<file path="src/rtl/ext_mem_sequencer.sv">
// Command-driven sequencer for the processor top's external memory ports:
// IRAM/DRAM image loads, timed run, and DRAM readback streaming.
module ext_mem_sequencer #(
  parameter int NUM_CORES = 2,
  parameter int ADDR_W    = 9,
  parameter int DATA_W    = 16,
  parameter int SETUP_CYC = 2,
  parameter int WE_CYC    = 4,
  parameter int HOLD_CYC  = 4,
  parameter int READ_LAT  = 5
) (
  input  logic                 clock,
  input  logic                 reset_n,
  input  logic                 cmd_valid,
  output logic                 cmd_ready,
  input  logic [1:0]           cmd_op,
  input  logic [3:0]           cmd_core,
  input  logic [ADDR_W-1:0]    cmd_addr,
  input  logic [ADDR_W:0]      cmd_len,
  input  logic [31:0]          cmd_cycles,
  input  logic [DATA_W-1:0]    wr_data,
  input  logic                 wr_valid,
  output logic                 wr_ready,
  output logic [DATA_W-1:0]    rd_data,
  output logic                 rd_valid,
  input  logic                 rd_ready,
  output logic [ADDR_W-1:0]    addr_ext,
  output logic [DATA_W-1:0]    data_ext,
  output logic [NUM_CORES-1:0] iram_write_ext,
  output logic                 dram_write_ext,
  output logic                 read_en_ext,
  input  logic [DATA_W-1:0]    dram_rd_data,
  output logic                 start_run,
  output logic                 start_iram,
  output logic                 start_dram,
  output logic                 start_read,
  output logic                 busy,
  output logic                 done,
  output logic                 err
);

  typedef enum logic [3:0] {
    S_IDLE, S_WAIT_DATA, S_SETUP, S_STROBE, S_HOLD,
    S_RUN, S_RD_REQ, S_RD_WAIT, S_RD_OUT, S_FINISH
  } state_t;

  typedef logic [ADDR_W:0] len_t;

  localparam logic [1:0] OP_IRAM = 2'd0;
  localparam logic [1:0] OP_DRAM = 2'd1;
  localparam logic [1:0] OP_RUN  = 2'd2;
  localparam logic [1:0] OP_READ = 2'd3;

  localparam logic [31:0] SETUP_LAST = 32'(SETUP_CYC - 1);
  localparam logic [31:0] WE_LAST    = 32'(WE_CYC - 1);
  localparam logic [31:0] HOLD_LAST  = 32'(HOLD_CYC - 1);
  localparam logic [31:0] RLAT_LAST  = 32'(READ_LAT - 1);

  state_t              state_q, state_d;
  logic [1:0]          op_q, op_d;
  logic [3:0]          core_q, core_d;
  len_t                len_q, len_d;
  logic [31:0]         cyc_q, cyc_d;
  logic [ADDR_W-1:0]   addr_q, addr_d;
  logic [DATA_W-1:0]   data_q, data_d;
  len_t                words_q, words_d;
  logic [31:0]         tmr_q, tmr_d;
  logic [DATA_W-1:0]   rd_q, rd_d;
  logic                err_q, err_d;

  logic [31:0]         tmr_inc;
  len_t                words_inc;
  logic                active;

  always_ff @(posedge clock or negedge reset_n) begin
    if (!reset_n) begin
      state_q <= S_IDLE;
      op_q    <= '0;
      core_q  <= '0;
      len_q   <= '0;
      cyc_q   <= '0;
      addr_q  <= '0;
      data_q  <= '0;
      words_q <= '0;
      tmr_q   <= '0;
      rd_q    <= '0;
      err_q   <= 1'b0;
    end else begin
      state_q <= state_d;
      op_q    <= op_d;
      core_q  <= core_d;
      len_q   <= len_d;
      cyc_q   <= cyc_d;
      addr_q  <= addr_d;
      data_q  <= data_d;
      words_q <= words_d;
      tmr_q   <= tmr_d;
      rd_q    <= rd_d;
      err_q   <= err_d;
    end
  end

  assign tmr_inc   = tmr_q + 32'd1;
  assign words_inc = words_q + len_t'(1);

  always_comb begin
    state_d = state_q;
    op_d    = op_q;
    core_d  = core_q;
    len_d   = len_q;
    cyc_d   = cyc_q;
    addr_d  = addr_q;
    data_d  = data_q;
    words_d = words_q;
    tmr_d   = tmr_q;
    rd_d    = rd_q;
    err_d   = 1'b0;
    unique case (state_q)
      S_IDLE: begin
        if (cmd_valid) begin
          op_d    = cmd_op;
          core_d  = cmd_core;
          len_d   = cmd_len;
          cyc_d   = cmd_cycles;
          addr_d  = cmd_addr;
          words_d = '0;
          tmr_d   = '0;
          // Out-of-range core is refused before any mode line moves
          if (cmd_op == OP_IRAM && 32'(cmd_core) >= 32'(NUM_CORES))
            err_d = 1'b1;
          else if (cmd_op == OP_RUN)
            state_d = (cmd_cycles == '0) ? S_FINISH : S_RUN;
          else if (cmd_len == '0)
            state_d = S_FINISH;
          else if (cmd_op == OP_READ)
            state_d = S_RD_REQ;
          else
            state_d = S_WAIT_DATA;
        end
      end
      S_WAIT_DATA: begin
        if (wr_valid) begin
          data_d  = wr_data;
          tmr_d   = '0;
          state_d = S_SETUP;
        end
      end
      S_SETUP: begin
        tmr_d = tmr_inc;
        if (tmr_q == SETUP_LAST) begin
          tmr_d   = '0;
          state_d = S_STROBE;
        end
      end
      S_STROBE: begin
        tmr_d = tmr_inc;
        if (tmr_q == WE_LAST) begin
          tmr_d   = '0;
          state_d = S_HOLD;
        end
      end
      S_HOLD: begin
        tmr_d = tmr_inc;
        if (tmr_q == HOLD_LAST) begin
          tmr_d   = '0;
          addr_d  = addr_q + ADDR_W'(1);
          words_d = words_inc;
          state_d = (words_inc == len_q) ? S_FINISH : S_WAIT_DATA;
        end
      end
      S_RUN: begin
        tmr_d = tmr_inc;
        if (tmr_q == cyc_q - 32'd1) state_d = S_FINISH;
      end
      S_RD_REQ: begin
        tmr_d   = '0;
        state_d = S_RD_WAIT;
      end
      S_RD_WAIT: begin
        tmr_d = tmr_inc;
        if (tmr_q == RLAT_LAST) begin
          rd_d    = dram_rd_data;
          state_d = S_RD_OUT;
        end
      end
      S_RD_OUT: begin
        if (rd_ready) begin
          addr_d  = addr_q + ADDR_W'(1);
          words_d = words_inc;
          state_d = (words_inc == len_q) ? S_FINISH : S_RD_REQ;
        end
      end
      S_FINISH: state_d = S_IDLE;
      default:  state_d = S_IDLE;
    endcase
  end

  assign active = (state_q != S_IDLE) && (state_q != S_FINISH);

  always_comb begin
    cmd_ready      = (state_q == S_IDLE);
    busy           = (state_q != S_IDLE);
    done           = (state_q == S_FINISH);
    err            = err_q;
    wr_ready       = (state_q == S_WAIT_DATA);
    rd_valid       = (state_q == S_RD_OUT);
    rd_data        = rd_q;
    addr_ext       = addr_q;
    data_ext       = data_q;
    read_en_ext    = (state_q == S_RD_WAIT) || (state_q == S_RD_OUT);
    start_iram     = active && (op_q == OP_IRAM);
    start_dram     = active && (op_q == OP_DRAM);
    start_run      = active && (op_q == OP_RUN);
    start_read     = active && (op_q == OP_READ);
    iram_write_ext = '0;
    dram_write_ext = 1'b0;
    if (state_q == S_STROBE) begin
      if (op_q == OP_IRAM) iram_write_ext = NUM_CORES'(1) << core_q;
      if (op_q == OP_DRAM) dram_write_ext = 1'b1;
    end
  end

endmodule

</file>
<file path="config.mk">
export PLATFORM = sky130hd
export DESIGN_NAME = ext_mem_sequencer
export DESIGN_NICKNAME = d
export VERILOG_FILES = /design/src/rtl/ext_mem_sequencer.sv
export SDC_FILE = /design/constraint.sdc
export NUM_CORES = 1
export LEC_CHECK = 0
export CAP_MARGIN = 15
export CORE_ASPECT_RATIO = 2
export CORE_MARGIN = 2
export CORE_UTILIZATION = 41
export DETAILED_ROUTE_END_ITERATION = 8
export DONT_BUFFER_PORTS = 1
export GPL_TIMING_DRIVEN = 0
export PLACE_DENSITY = 0.63
export REMOVE_ABC_BUFFERS = 1
export SETUP_SLACK_MARGIN = 0.02
export SLEW_MARGIN = 10
export SYNTH_ARGS = -nofsm -noshare
export SYNTH_HDL_FRONTEND = slang
export SYNTH_SLANG_ARGS = --single-unit
</file>
<file path="constraint.sdc">
create_clock -name clock -period 4.6 [get_ports clock]
set_input_delay 0.69 -clock clock [delete_from_list [all_inputs] [get_ports clock]]
set_output_delay 0.69 -clock clock [all_outputs]
set_load 0.02 [all_outputs]
</file>
Word level (Yosys, flattened, before mapping) --
Index checks and enable logic that the tools add are counted.
Storage, ports and cells: bits in registers 136, output and inout port bits 55, word-level logic and storage cells 105
Cells by class: reductions and logical operators 23, magnitude comparators 1, shift-type cells 1, equality and inequality tests 29, add/subtract/negate cells 4, mux-type cells 36
Operators by type and width (count):
- $pmux W32 S6 | 1
- $mux W32 | 4
- $mux W4 | 14
- $pmux W4 S9 | 1
- $add A32 B1 Y32 const B | 1
- $eq A32 B1 Y1 const B | 1
- $eq A32 B2 Y1 const B | 1
- $eq A32 B3 Y1 const B | 1
- $eq A32 B32 Y1 | 1
- $logic_not A32 Y1 | 1
- $sub A32 B1 Y32 const B | 1
- $mux W10 | 3
- $pmux W10 S3 | 1
- $mux W9 | 3
- $pmux W9 S3 | 1
- $eq A4 B3 Y1 const B | 4
- $ne A2 B2 Y1 const B | 8
- $add A10 B1 Y10 const B | 1
- $eq A10 B10 Y1 | 1
- $logic_not A10 Y1 | 1
- $add A9 B1 Y9 const B | 1
- $reduce_and A9 Y1 | 1
- $eq A2 B2 Y1 const B | 4
- $eq A4 B2 Y1 const B | 2
- 21 further kinds | 36

Logic depth before layout (Yosys ltp) --
depth after elaboration 7, depth in mapped cells 11

Worst setup path before layout --
Ideal clock, no wire load.
path kind register -> register, start register cyc_q[4], end register state_q[2], cell stages (with the launch flop) 12, buffers on the path 3, data arrival time 2893 ps, slack 1583 ps, library setup time 124 ps, period minus slack after synthesis 3017 ps, data required time 4476 ps, cells stage by stage dfrtp_1 -> buf_6 -> or4_4 -> buf_6 -> or3_1 -> buf_6 -> nor2_4 -> o21ai_1 -> or4_1 -> nor4_1 -> a21oi_1 -> o31a_1
On the way: longest elaborated chain between the ends 4
RTL lines:
- start, declared | RTL line 63 | logic [31:0] cyc_q, cyc_d;
- start signal, assigned | RTL line 93 | cyc_q <= cyc_d;
- $sub A32 B1 Y32 | RTL line 173 | if (tmr_q == cyc_q - 32'd1) state_d = S_FINISH;
- $eq A32 B32 Y1 | RTL line 173
- $ne A2 B2 Y1 (no line)
- $reduce_and A9 Y1 (no line)
- end signal, assigned | RTL line 89 | state_q <= state_d;
- end, declared | RTL line 59 | state_t state_q, state_d;
Every way passes these cells. A chain may end at the register's enable or synchronous reset.

Worst setup path after layout --
start register cyc_q[2], end register state_q[2]
The elaborated chain is that of the path after synthesis.

==> flow_summary_export.csv <==
group,metric,value,unit
status,status,"completed",
logic_synthesis,synth_top_area_cell,"dfrtp_1",
power_and_ir_drop,seqPwrFrac,42.2,%
die,fp.dieW,99.9,um
sta,fin_setup_tns,0,ns
die,num_rows,70,
clocking,clk_path_buf_depth,2,
logic_synthesis,yosysMostFrequentCell,"dfrtp_1",
die,die-area,19600,um2
drt,drt-initial-drc-count,264,
sta,finalSetupViolations,0,
grt,grt_usage,20.0,%
grt,grt_start_max_net_pins,137,
sta,fin_crit_sh,76.9,%
die,die_y,196,um
power_and_ir_drop,powerDensity,644,nW/um2
place,dp_hpwl,14100,um
clocking,clk_latency,0.42,ns
setup_path,critPathTopFamily,"simple AND/OR/NAND/NOR gates",
logic_synthesis,postSynthAreaPerCell,10.0,um2
sta,maxSlewHeadroom,29.9,%
logic_synthesis,syn_inst,753,
power_and_ir_drop,p_leak,3.49,nW
layout,finalInstanceArea,8360,um2
place,place.gp.congestion,0.924,
logic_synthesis,ys_warn_count,0,
layout,stdcell_count,973,
grt,grt_overflow,0,
logic_synthesis,async_flop_share,100,%
sta,finalCriticalPeriod,3.54,ns
clocking,cts_sinks,136,
sta,final_hold_viol_count,0,
place,place_area,7710,um2
power_and_ir_drop,power,0.00538,W
setup_path,critical_path_class,"flip-flop to flip-flop",
setup_path,critical_path_cell_count,8,
power_and_ir_drop,combPwrFrac,31.6,%
logic_synthesis,synth_cell_types,57,
logic_synthesis,synth_area_leaders,"dfrtp_1 (45%), mux2_2 (12%), xor2_1 (5.1%), xnor2_1 (4.4%), nor2_1 (3.0%)",
logic_synthesis,synth_top_area_share,45.1,%
drt,wl,18800,um
power_and_ir_drop,p_sw,0.00213,W
power_and_ir_drop,clkPwrFrac,26.2,%
power_and_ir_drop,ir_worst_vdd,0.000331,V
drt,first_pass_iters,4,
die,io_pins,149,
logic_synthesis,ys_seq_area_share,45.1,%
logic_synthesis,synth_common_cells,"dfrtp_1 (136), mux2_2 (79), nor2_1 (60), xor2_1 (44), o21ai_0 (41)",
power_and_ir_drop,p_int,0.00325,W
setup_path,critPathArrivalTime,3.84,ns
drt,via_per_inst,5.91,
sta,fmax,283,MHz
power_and_ir_drop,swShare,39.6,%
clocking,holdBufCountCts,1,
min_path,min_path_type,"input pin to asynchronous set/reset pin",
place,dp.cells,940,
setup_path,crit_chain,"or4_1 -> or3_1 -> o21a_1 -> a2111oi_0 -> nand4_1 -> nor4_1 -> a21oi_1 -> o31a_1",
clocking,cts_tree,"done",
sta,fin_skew,0.0130,ns
clocking,cts_resized,0,
place,io_buffers,0,
layout,num-nets-final,844,
setup_path,critPathMaxStageDelay,0.60,ns
setup_path,endpoint,"state_q[2]$_DFFE_PN0P_",
setup_path,critPathLaunchType,"flip-flop",
drt,wl_per_cell,19.3,um
setup_path,r2r.worst_path.cells,8,
sta,tightest_slew,1.05,ns
grt,grt_pass1_vias,6036,
setup_path,cp-end-kind,"flip-flop",
setup_path,rr_startpoint,"cyc_q[2]$_DFFE_PN0P_",
setup_path,slowest_stage,"or4_1",
die,start_util,41.6,%
setup_path,timing.critical_path.buf_inv,0,
grt,antenna_found_initial,0,
sta,hold-worst-slack,0.219,ns
run,cap_violations,0,
logic_synthesis,ys_seq_elements,136,
layout,drive_gt1_share,16.5,%
logic_synthesis,synth_area,7540,um2
sta,rsz0062_at_grt,"false",
drt,ant_nets,0,
setup_path,worstPathMaxFanout,9,
logic_synthesis,synth-edff-count,0,
setup_path,regToRegSetupSlack,1.06,ns
clocking,cts_root_buffer,"clkbuf_16",
die,core-area,18100,um2
sta,slew_violations,0,
layout,area_growth,10.7,%
drt,vias,5748,
grt,grt_pass1_wl,30700,um
clocking,clk_pin_slew_worst_paths,0.06,ns
setup_path,cp.required,4.91,ns
clocking,cts_setup_buffers,0,
clocking,htree_levels,4,
setup_path,reg2reg_to,"state_q[2]$_DFFE_PN0P_",
setup_path,crit_start,"cyc_q[2]$_DFFE_PN0P_",
layout,insertedDiodeCount,0,
drt,drc,0,
logic_synthesis,ys.flop_type,"dfrtp_1",
clocking,cts_buffers,17,
## registers in the layout, indices dropped and copies added (netlist names), 9 cells and up
name      flops
words_q      10
cyc_q        32
data_ext     16
rd_data      16
addr_ext      9
tmr_q        32
len_q        10
## power by group through the flow
stage | clock network [W] | logic, W | registers (W)
6_report | 0.00141 | 0.00170 | 0.00227
5_1_grt | 0.00151 | 0.00191 | 0.00232
4_1_cts | 0.00145 | 0.00171 | 0.00227
3_5_place_dp | 0 | 0.00168 | 0.00229
3_3_place_gp | 0 | 0.00165 | 0.00229
2_1_floorplan | 0 | 0.00140 | 0.00210
## cells by family after synthesis
| kind of cell | count (synthesis) | synth area share, % |
|---|---|---|
| AO/OA/AOI/OAI | 116 | 9.29 |
| adder cells (fa/ha/maj) | 6 | 0.995 |
| flip-flops | 136 | 45.1 |
| AND/OR/NAND/NOR | 277 | 19.4 |
| multiplexers | 85 | 12.6 |
| buffers and inverters | 50 | 2.79 |
| XOR/XNOR | 83 | 9.82 |
## stage by stage
| stage | utilization, % | worst slack [ns] |
|---|---|---|
| after floorplan | - | 1.28 |
| after global placement | 42.3 | 0.121 |
| after detailed placement | 42.6 | 1.08 |
| after CTS | 46.1 | 1.06 |
| after global routing | 46.1 | 0.739 |
| final | 46.1 | 1.06 |
## worst min path at each step
stage	startpoint	end	slack, ns	depth (start not counted)
global route	reset_n	cyc_q[23]$_DFFE_PN0P_	0.26	1
floorplan	reset_n	addr_ext[0]$_DFFE_PN0P_	0.39	0
global placement	reset_n	cyc_q[23]$_DFFE_PN0P_	0.40	0
CTS	reset_n	cyc_q[23]$_DFFE_PN0P_	0.29	1
detailed placement	reset_n	cyc_q[27]$_DFFE_PN0P_	0.40	0
finish	reset_n	cyc_q[23]$_DFFE_PN0P_	0.22	1
## cell usage in the layout (no fill, tap or decap), types with 4 or more instances in the layout
cell type and instances:
nor4_1 26, mux2_2 79, nor2_1 60, and4_1 6, or2_2 4, nor3_1 26, o21ai_0 40, o22ai_1 7
xor2_1 44, a21oi_1 26, nand2_1 39, and3_1 14, o31ai_1 7, mux2i_1 6, nand3b_1 4, nand4_1 15
inv_1 18, or3_1 8, nand2b_1 7, xnor2_1 38, clkbuf_16 17, a31oi_1 7, nand3_1 39, ha_1 6
o21ai_1 4, nor2b_1 9, dfrtp_1 136
## final cells by class
type	instances	area (um2)
well taps	216	270
multi-input cells	567	3940
repair buffers	4	62.6
fillers	1714	9770
clock buffers	20	447
inverters	18	67.6
clock inverters	12	166
flip-flops and latches	136	3400
## layer usage
metal,vias to the layer above,wire [um],global-route usage (%)
li1,2713,-,-
met1,2798,6810,21.0
met2,167,10200,35.6
met3,70,661,3.88
met4,0,1150,13.2
met5,-,0,0
Note: power is estimated with default switching activity, not from simulation.
